[config.mk]
export PLATFORM = sky130hd
export DESIGN_NAME = psram_ctrl
export DESIGN_NICKNAME = d
export VERILOG_FILES = /design/src/rtl/psram_pkg.sv /design/src/rtl/psram_shifter.sv /design/src/rtl/psram_ctrl.sv
export SDC_FILE = /design/constraint.sdc
export NUM_CORES = 1
export LEC_CHECK = 0
export CAP_MARGIN = 20
export CORE_ASPECT_RATIO = 1.1
export CORE_MARGIN = 5
export CORE_UTILIZATION = 45
export DETAILED_ROUTE_END_ITERATION = 16
export GPL_TIMING_DRIVEN = 0
export PLACE_DENSITY = 0.68
export SLEW_MARGIN = 30
export SYNTH_ARGS = -nofsm -noshare
export SYNTH_HDL_FRONTEND = slang
export SYNTH_SLANG_ARGS = --single-unit
[constraint.sdc]
create_clock -name clk -period 3.19 [get_ports clk]
set_clock_uncertainty 0.15 [all_clocks]
set_input_delay 0.638 -clock clk [delete_from_list [all_inputs] [get_ports clk]]
set_output_delay 0.638 -clock clk [all_outputs]
set_load 0.005 [all_outputs]
[src/rtl/psram_pkg.sv]
// Shared constants, state encoding and frame layout for the SPI PSRAM controller.
package psram_pkg;

   localparam int unsigned FRAME_BITS = 64;
   localparam int unsigned CMD_BITS   = 8;
   localparam int unsigned RX_BITS    = 32;
   localparam int unsigned LEN_W      = $clog2(FRAME_BITS + 1);

   localparam logic [7:0] CMD_RSTEN = 8'h66;
   localparam logic [7:0] CMD_RST   = 8'h99;
   localparam logic [7:0] CMD_WRITE = 8'h02;
   localparam logic [7:0] CMD_READ  = 8'h03;

   typedef enum logic [2:0] {
      ST_WAIT, ST_RSTEN, ST_GAP1, ST_RST, ST_GAP2, ST_IDLE, ST_SHIFT, ST_GAP3
   } state_t;

   typedef struct packed {
      logic [7:0]  cmd;
      logic [23:0] addr;
      logic [31:0] data;
   } frame_t;

   // Word access frame: command, 24-bit address with MSB clear, data (zero for reads).
   function automatic frame_t access_frame(input logic write, input logic [22:0] addr,
                                           input logic [31:0] wdata);
      frame_t f;
      f.cmd  = write ? CMD_WRITE : CMD_READ;
      f.addr = {1'b0, addr};
      f.data = write ? wdata : 32'h0;
      return f;
   endfunction

endpackage

[src/rtl/psram_shifter.sv]
// SPI mode-0 bit engine: two clk cycles per bit, MSB first, ram_so sampled at the end of each high phase.
module psram_shifter
   import psram_pkg::*;
(
   input  logic                  clk,
   input  logic                  reset,
   input  logic                  start,
   input  logic [FRAME_BITS-1:0] frame,
   input  logic [LEN_W-1:0]      nbits,
   input  logic                  ram_so,
   output logic                  ram_clk,
   output logic                  ram_si,
   output logic                  last_c,
   output logic [RX_BITS-1:0]    rx_next_c
);

   logic                  busy;
   logic [FRAME_BITS-1:0] sr;
   logic [LEN_W-1:0]      left;
   logic [RX_BITS-2:0]    rx;

   // ram_clk doubles as the phase flag; last_c marks the final high phase.
   assign last_c    = busy && ram_clk && (left == '0);
   assign rx_next_c = {rx, ram_so};

   always_ff @(posedge clk) begin
      if (reset) begin
         busy    <= 1'b0;
         ram_clk <= 1'b0;
         ram_si  <= 1'b0;
         sr      <= '0;
         left    <= '0;
         rx      <= '0;
      end else if (start) begin
         busy    <= 1'b1;
         ram_clk <= 1'b0;
         ram_si  <= frame[FRAME_BITS-1];
         sr      <= {frame[FRAME_BITS-2:0], 1'b0};
         left    <= nbits - LEN_W'(1);
      end else if (busy) begin
         if (!ram_clk) begin
            ram_clk <= 1'b1;
         end else begin
            ram_clk <= 1'b0;
            rx      <= rx_next_c[RX_BITS-2:0];
            if (left == '0) begin
               busy   <= 1'b0;
               ram_si <= 1'b0;
            end else begin
               ram_si <= sr[FRAME_BITS-1];
               sr     <= {sr[FRAME_BITS-2:0], 1'b0};
               left   <= left - LEN_W'(1);
            end
         end
      end
   end

endmodule

[src/rtl/psram_ctrl.sv]
// PSRAM controller: power-up wait, 0x66/0x99 reset frames, then single-word SPI read/write frames.
module psram_ctrl
   import psram_pkg::*;
#(
   parameter int unsigned INIT_CYCLES = 7500,
   parameter int unsigned GAP_CYCLES  = 2
) (
   input  logic        clk,
   input  logic        reset,
   input  logic        req_valid,
   output logic        req_ready,
   input  logic        req_write,
   input  logic [22:0] req_addr,
   input  logic [31:0] req_wdata,
   output logic [31:0] rdata,
   output logic        rvalid,
   output logic        wdone,
   output logic        init_done,
   output logic        ram_ce_b,
   output logic        ram_clk,
   output logic        ram_si,
   input  logic        ram_so
);

   localparam int unsigned CNT_MAX = (INIT_CYCLES > GAP_CYCLES) ? INIT_CYCLES : GAP_CYCLES;
   localparam int unsigned CNT_W   = $clog2(CNT_MAX + 1);
   localparam logic [CNT_W-1:0] INIT_LAST = CNT_W'(INIT_CYCLES - 1);
   localparam logic [CNT_W-1:0] GAP_LAST  = CNT_W'(GAP_CYCLES - 1);

   state_t                state;
   logic [CNT_W-1:0]      cnt;
   logic                  write_q;
   logic                  sh_start_c;
   logic [FRAME_BITS-1:0] sh_frame_c;
   logic [LEN_W-1:0]      sh_nbits_c;
   logic                  sh_last_c;
   logic [RX_BITS-1:0]    sh_rx_c;

   // Frame launch decision; must be combinational so the shifter starts on the same edge as ram_ce_b falls.
   always_comb begin
      sh_start_c = 1'b0;
      sh_frame_c = '0;
      sh_nbits_c = LEN_W'(CMD_BITS);
      case (state)
         ST_WAIT: if (cnt == INIT_LAST) begin
            sh_start_c = 1'b1;
            sh_frame_c[FRAME_BITS-1 -: CMD_BITS] = CMD_RSTEN;
         end
         ST_GAP1: if (cnt == GAP_LAST) begin
            sh_start_c = 1'b1;
            sh_frame_c[FRAME_BITS-1 -: CMD_BITS] = CMD_RST;
         end
         ST_IDLE: if (req_valid && req_ready) begin
            sh_start_c = 1'b1;
            sh_frame_c = access_frame(req_write, req_addr, req_wdata);
            sh_nbits_c = LEN_W'(FRAME_BITS);
         end
         default: ;
      endcase
   end

   always_ff @(posedge clk) begin
      if (reset) begin
         state     <= ST_WAIT;
         cnt       <= '0;
         write_q   <= 1'b0;
         ram_ce_b  <= 1'b1;
         req_ready <= 1'b0;
         rvalid    <= 1'b0;
         wdone     <= 1'b0;
         init_done <= 1'b0;
         rdata     <= '0;
      end else begin
         rvalid <= 1'b0;
         wdone  <= 1'b0;
         case (state)
            ST_WAIT: if (sh_start_c) begin
               ram_ce_b <= 1'b0;
               state    <= ST_RSTEN;
            end else cnt <= cnt + CNT_W'(1);
            ST_RSTEN: if (sh_last_c) begin
               ram_ce_b <= 1'b1;
               cnt      <= '0;
               state    <= ST_GAP1;
            end
            ST_GAP1: if (sh_start_c) begin
               ram_ce_b <= 1'b0;
               state    <= ST_RST;
            end else cnt <= cnt + CNT_W'(1);
            ST_RST: if (sh_last_c) begin
               ram_ce_b <= 1'b1;
               cnt      <= '0;
               state    <= ST_GAP2;
            end
            ST_GAP2: if (cnt == GAP_LAST) begin
               init_done <= 1'b1;
               req_ready <= 1'b1;
               state     <= ST_IDLE;
            end else cnt <= cnt + CNT_W'(1);
            ST_IDLE: if (sh_start_c) begin
               ram_ce_b  <= 1'b0;
               req_ready <= 1'b0;
               write_q   <= req_write;
               state     <= ST_SHIFT;
            end
            ST_SHIFT: if (sh_last_c) begin
               ram_ce_b <= 1'b1;
               cnt      <= '0;
               state    <= ST_GAP3;
               if (write_q) begin
                  wdone <= 1'b1;
               end else begin
                  rvalid <= 1'b1;
                  rdata  <= sh_rx_c;
               end
            end
            ST_GAP3: if (cnt == GAP_LAST) begin
               req_ready <= 1'b1;
               state     <= ST_IDLE;
            end else cnt <= cnt + CNT_W'(1);
            default: state <= ST_WAIT;
         endcase
      end
   end

   psram_shifter u_shifter (
      .clk       (clk),
      .reset     (reset),
      .start     (sh_start_c),
      .frame     (sh_frame_c),
      .nbits     (sh_nbits_c),
      .ram_so    (ram_so),
      .ram_clk   (ram_clk),
      .ram_si    (ram_si),
      .last_c    (sh_last_c),
      .rx_next_c (sh_rx_c)
   );

endmodule

After elaboration in Yosys (flattened, before gate mapping)
Index checks and enable logic that the tools add are counted.
{"block": "op_classes", "reduce_logical": 26, "muxes": 49, "multipliers": 0, "shifts": 0, "n_lt_le_gt_ge": 0, "n_eq_ne": 21, "addsub": 3, "n_bitwise": 4, "div_mod_pow": 0}
{"op": "$mux 64", "n": 4}
{"op": "$mux 58", "n": 1}
{"op": "$mux 56", "n": 1}
{"op": "$mux 7", "n": 7}
{"op": "$mux 13", "n": 3}
{"op": "$pmux 13 s3", "n": 1}
{"op": "$mux 32", "n": 1}
{"op": "$pmux 8 s3", "n": 1}
{"op": "$mux 3", "n": 7}
{"op": "$pmux 3 s7", "n": 1}
{"op": "$mux 1", "n": 18}
{"op": "$ne 2x2->1 const B", "n": 9}
{"op": "$reduce_and 3->1", "n": 5}
{"op": "$sub 7x1->7 const B", "n": 2}
{"op": "$add 13x1->13 const B", "n": 1}
{"op": "$eq 13x1->1 const B", "n": 1}
{"op": "$eq 13x13->1 const B", "n": 1}
{"op": "$eq 3x3->1 const B", "n": 4}
{"op": "$reduce_or 3->1", "n": 3}
{"op": "$mux 8", "n": 1}
{"op": "$reduce_bool 2->1", "n": 4}
{"op": "$logic_not 7->1", "n": 1}
{"op": "$reduce_and 7->1", "n": 1}
{"op": "$eq 3x2->1 const B", "n": 2}
{"op": "11 further kinds", "n": 23}
{"block": "word_totals", "mem_count": 0, "out_inout_bits": 39, "romBits": 0, "ramBits": 0, "regBits": 158, "in_bits": 60, "latch_bits": 0}

Depth between registers and ports, before layout
{"block": "logic_depth", "depth_word": 5, "ltp_mapped": 15, "ltp_nobuf": 13}

Hierarchy
From an unflattened synthesis, not the netlist that was laid out.
{"block": "unflattened", "cells_unflattened": 848, "hier_area_um2": 7101.8}
{"mod": "psram_shifter", "seq_area_each_um2": 2082.0, "n_inst": 1, "area_each_um2": 4403.0, "cells_per_inst": 495}
{"mod": "psram_ctrl", "seq_area_each_um2": 1081.0, "n_inst": 1, "area_each_um2": 2698.8, "cells_per_inst": 353}

Worst setup path before layout
OpenSTA, ideal clock, no wires.
{"block": "synth_timing", "path_kind": "flip-flop to flip-flop", "startpoint": "register cnt[0]", "endpoint": "register u_shifter.left[6]", "required_ps": 2912, "arrival_ps": 2550, "n_path_buf": 2, "setup_slack_ps": 362, "setup_ps": 128, "stages_incl_launch_ff": 15, "cell_sequence": "dfxtp_1 ha_1 nor4b_1 nand4_1 a21o_1 and2_1 clkbuf_1 clkbuf_1 nand2_1 ha_1 nand2_1 nor4_1 xor2_1 a21oi_1 nor2_1"}
{"block": "synth_between", "elab_chain_cells": 5}
{"element": "from (decl)", "line_no": "psram_ctrl.sv:31", "rtl": "logic [CNT_W-1:0] cnt;"}
{"element": "from (signal assigned)", "line_no": "psram_ctrl.sv:80", "rtl": "end else cnt <= cnt + CNT_W'(1);"}
{"element": "from (signal assigned)", "line_no": "psram_ctrl.sv:89", "rtl": "end else cnt <= cnt + CNT_W'(1);"}
{"element": "from (signal assigned)", "line_no": "psram_ctrl.sv:99", "rtl": "end else cnt <= cnt + CNT_W'(1);"}
{"element": "$eq 13x1->1 or $eq 13x13->1 (tied branches)", "line_no": "psram_ctrl.sv:49, psram_ctrl.sv:45"}
{"element": "$mux 1, on equally long branches", "line_no": "psram_ctrl.sv:49, psram_ctrl.sv:45"}
{"element": "$pmux 1 s3 (*)", "line_no": "psram_ctrl.sv:44", "rtl": "case (state)"}
{"element": "$ne 2x2->1 (no source line) or $reduce_bool 2->1 (tied branches)"}
{"element": "$reduce_and 3->1 (no source line)"}
{"element": "to (signal assigned)", "line_no": "psram_shifter.sv:39", "rtl": "left <= nbits - LEN_W'(1);"}
{"element": "to (signal assigned)", "line_no": "psram_shifter.sv:52", "rtl": "left <= left - LEN_W'(1);"}
{"element": "to (decl)", "line_no": "psram_shifter.sv:19", "rtl": "logic [LEN_W-1:0] left;"}
Every way passes the cells marked *; elsewhere a longest branch is shown, timed or not.
A chain may end at the register's enable or synchronous reset.

Final worst setup path
{"block": "layout_timing", "startpoint": "register cnt[0]", "endpoint": "register cnt[0]"}
{"block": "layout_between", "elab_chain_cells": 5}
{"element": "branches (longest 5 deep; another with $add 13x1->13)"}
Parallel ways; which one is timed is not known. The select of a mux whose other input is x is not followed.

==> implementation parameters <==
Parameter                              Value

Logic synthesis
  Adder-cell share of the synthesized area    less than 1%
  Post-synth top area cell    sky130_fd_sc_hd__dfxtp_1
  Number of distinct library cells after synthesis    57
  Syn nets    between 900 and 1000
  Portion of the post-synthesis area used by sequential elements    47.12%
  Post-synthesis mux area share    0.2982%
  Async S/R FF share, synth    0%
  Area share of and/or/nand/nor cells after synthesis    25.29%
  Ys Warns    0
  Cell types with the largest area share after synthesis    sky130_fd_sc_hd__dfxtp_1 47%, sky130_fd_sc_hd__nand2_1 11%, sky130_fd_sc_hd__a21oi_1 6.2%
  Number of synthesized flops with an enable pin    0
  Share of the synthesized netlist area taken by xor and xnor gates    0.7642%
  Synth Instances    848
  Synth Area in Compound Gates    a little over a fifth
  Largest family of logic cells by synthesized area    simple AND/OR/NAND/NOR gates
  Netlist area before placement    0.006713 mm^2
  #FFs+latches synth    158
  Leading register cell type out of synthesis    sky130_fd_sc_hd__dfxtp_1
  Syn avg cell area    7.916 um^2
  Fraction of synthesized cell area taken by the top area cell type    47.12%

Finish
  Share of the core filled with cells in the final layout    58.55%
  Number of nets at the end of the flow    a little over 1000
  Final Non-Filler Cells    1168
  Layout-stage area growth over the synthesis result    27.01%
  Leading cell types in the layout, fill and taps excluded    193 x sky130_fd_sc_hd__nand2_1, 158 x sky130_fd_sc_hd__dfxtp_1, 105 x sky130_fd_sc_hd__nor2_1
  Diodes inserted    0
  Fraction of final layout cells sized beyond drive strength 1    8.504%
  Commonest non-fill, non-tap cell in the layout    sky130_fd_sc_hd__nand2_1

Flow run
  Reported max-cap violation count    0

Worst setup path
  Largest fanout on the critical path    10
  Data arrival time of the critical path    2970 ps
  Reg2Reg Setup Slack    350 ps
  Register-to-Register Path Depth    9
  Critical path, cell by cell    ha_1 > or4b_4 > o41ai_4 > a21oi_2 > o31ai_4 > buf_6 > buf_12 > xor2_2 > nor2_1
  Worst setup startpoint    cnt[0]
  Cell type of the slowest stage on the worst timing path    sky130_fd_sc_hd__or4b_4
  Kind of launch point of the worst setup path    flop
  Startpoint of the worst register-to-register path    cnt[0]
  Endpoint class of the critical path    flop
  R2r endpoint    cnt[0]
  Cell count along the critical path    9
  Critical Path Sink    cnt[0]
  Critical path class    flop to flop
  Buffer and inverter count on the worst path    2
  Worst path top cell family by delay    compound AO/OA/AOI/OAI gates
  Worst path max stage delay    about 500 ps
  Required arrival time at the worst endpoint    3330 ps

Min path
  Hold Path Class    flop to flop
  Start point of the worst min-delay path    rdata[12]

Pwr
  P per Cell Area    between 500 and 600 mW/mm^2
  IR drop worst, VDD    0.2963 mV
  Static Leakage    between 2 and 3 nW

Place
  Gp weighted congestion    0.8225
  HPWL Detailed    11.33 mm
  Placed cell count    1138
  Number of buffers inserted by port buffering    98
  Worst slack at placement    -341.7 ps

STA
  Crit share post-route    between 80% and 90%
  Max-slew headroom    45.62%
  Highest achievable clock rate    0.3527 GHz
  RSZ-0062 raised after global routing    false
  Fin crit period    2836 ps
  Final Slew Violations    0
  Slew of the pin with the lowest slew margin    808.3 ps
  Hold Fails Final Rpt    0
  Worst-case setup margin in the final layout    354.4 ps
  Final setup viols    0

Global routing
  Vias in the first global route    between 5000 and 6000
  Total routing resource utilization after global routing    between 10% and 20%
  Maximum number of pins on one net before global-route repair    17
  GR Overflow Total    0
  Number of antenna violations at the first check in global routing    0
  Global-route wire length before repair    26.92 mm

Clocking
  TritonCTS buffer count    17
  CTS root buffer    sky130_fd_sc_hd__clkbuf_16
  Clock tree from TritonCTS    built
  Number of levels the H-tree was split into    4
  Sinks on the clock net    between 150 and 200
  Worst skew pair latency    430 ps
  Post-CTS Hold Buffers    0
  Clock-pin slew on the worst setup and hold paths    60 ps
  Largest buffer count on any clock path    2
  Setup Buffers After CTS    0

Routing
  Final wirelength    16.23 mm
  Post-DRT Antenna Nets    0
  Vias after detailed routing    6146
  Number of vias per cell    about 5.3
  First DRT Iteration DRCs    475
  Count of TritonRoute iterations in the first routing pass    5
  Post-detailed-route wirelength per cell    approximately 14 um
  Total DRC errors in the routed layout    0

Floorplanning
  Number of top-level pins    roughly 100
  Full die area    ~0.017 mm^2
  Total number of placement rows    46
  Vertical die dimension    approximately 140 um
  Effective utilization at floorplan    46.10%
  Die Width    ~130 um
  Core area    roughly 0.015 mm^2

Outcome
  Run status    finished clean
-- worst min-delay path by stage --
stage                           end  slack [ps]  depth (start not counted)
after global placement     ram_ce_b         280                          1
after floorplan           rdata[31]         290                          2
after global routing      rdata[25]         320                          2
final                     rdata[12]         300                          2
after CTS                 rdata[12]         300                          2
after detailed placement   ram_ce_b         290                          1
-- report_power, final --
group	total [W]	internal (W)	switching [W]
Combinational	0.000336	0.000166	0.000170
Clock	0.00199	0.00116	0.000823
Sequential	0.00205	0.00202	0.0000312
-- worst reg2reg max path, delay by kind of cell, from the launching register on --
| kind | cells | cell delay (ps) |
|---|---|---|
| adders and majority gates | 1 | 220 |
| buffers and inverters | 2 | 350 |
| and+or+nand+nor | 2 | 540 |
| AOI/OAI and AO/OA | 3 | 850 |
| DFF | 1 | 460 |
| xor gates and xnor gates | 1 | 130 |
-- cells by family (layout without fill, tap and decap cells) --
kind of cell             after synthesis  in the layout
multiplexers                           2              2
AND/OR/NAND/NOR                      391            391
AO/OA/AOI/OAI                        214            214
XOR/XNOR                               5              5
buffers and inverters                 75            203
flip-flops                           158            158
adder cells (fa/ha/maj)                3              3
-- routing by layer --
metal / wire length (um) / share of wire [%] / up-vias / global-route usage (%)
met1: 7751 / 48 / 2855 / 24.58
met3: 750 / 4.6 / 23 / 4.237
met5: 0 / 0 / - / 0
met4: 285 / 1.8 / 0 / 6.098
met2: 7437 / 46 / 133 / 28.90
li1: - / - / 3135 / -
-- Yosys cell counts, types with 3 or more instances --
library cell                count
sky130_fd_sc_hd__nand2_1      193
sky130_fd_sc_hd__inv_1          8
sky130_fd_sc_hd__a211oi_1      25
sky130_fd_sc_hd__clkbuf_1      53
sky130_fd_sc_hd__nor4_1         3
sky130_fd_sc_hd__nor2_1       105
sky130_fd_sc_hd__o21ai_2        7
sky130_fd_sc_hd__a31oi_1        3
sky130_fd_sc_hd__o211ai_1       3
sky130_fd_sc_hd__nand4_1        7
sky130_fd_sc_hd__a21oi_1       83
sky130_fd_sc_hd__and3_1         3
sky130_fd_sc_hd__buf_2          5
sky130_fd_sc_hd__xnor2_1        3
sky130_fd_sc_hd__a2bb2oi_1     31
sky130_fd_sc_hd__dfxtp_1      158
sky130_fd_sc_hd__or2_2          4
sky130_fd_sc_hd__ha_1           3
sky130_fd_sc_hd__and2_1         4
sky130_fd_sc_hd__o21ai_0       33
sky130_fd_sc_hd__nor3_1        38
sky130_fd_sc_hd__or3_2          7
sky130_fd_sc_hd__a21o_1         5
sky130_fd_sc_hd__buf_1          6
sky130_fd_sc_hd__nand3_1       11
sky130_fd_sc_hd__a21oi_2        8
-- state kept, by name, indices dropped and copies added, names as in the netlist, 3 cells and up --
name / flops
rdata: 32
cnt: 13
u_shifter.left: 7
state: 3
u_shifter.rx: 31
u_shifter.sr: 63
-- cell type report --
class	count	area, um^2
tap	192	240.2
inverter	8	30.03
sequential	158	3163
multi-input combinational	615	3247
clock inverter	11	102.6
buffer	65	281.5
fill	1411	6036
timing repair buffer	98	980.9
clock buffer	21	480.5
-- timing repair --
item                                    CTS  global route
endpoints found under the setup margin    1             2
resized for setup                         1             3
pin swaps                                 0             0
-- through the flow --
stage	instance area [um^2]	total power, W	hold WS (ps)	setup TNS (ps)
after floorplan	6713	0.002291	286.6	0
after global routing	8526	0.004539	318.1	0
after CTS	8519	0.004413	302.4	0
final	8526	0.004371	297.4	0
after global placement	7934	0.002425	282.3	-573.1
after detailed placement	7934	0.002428	290.8	-454.8
No activity file was read; power rests on OpenSTA's default activity.
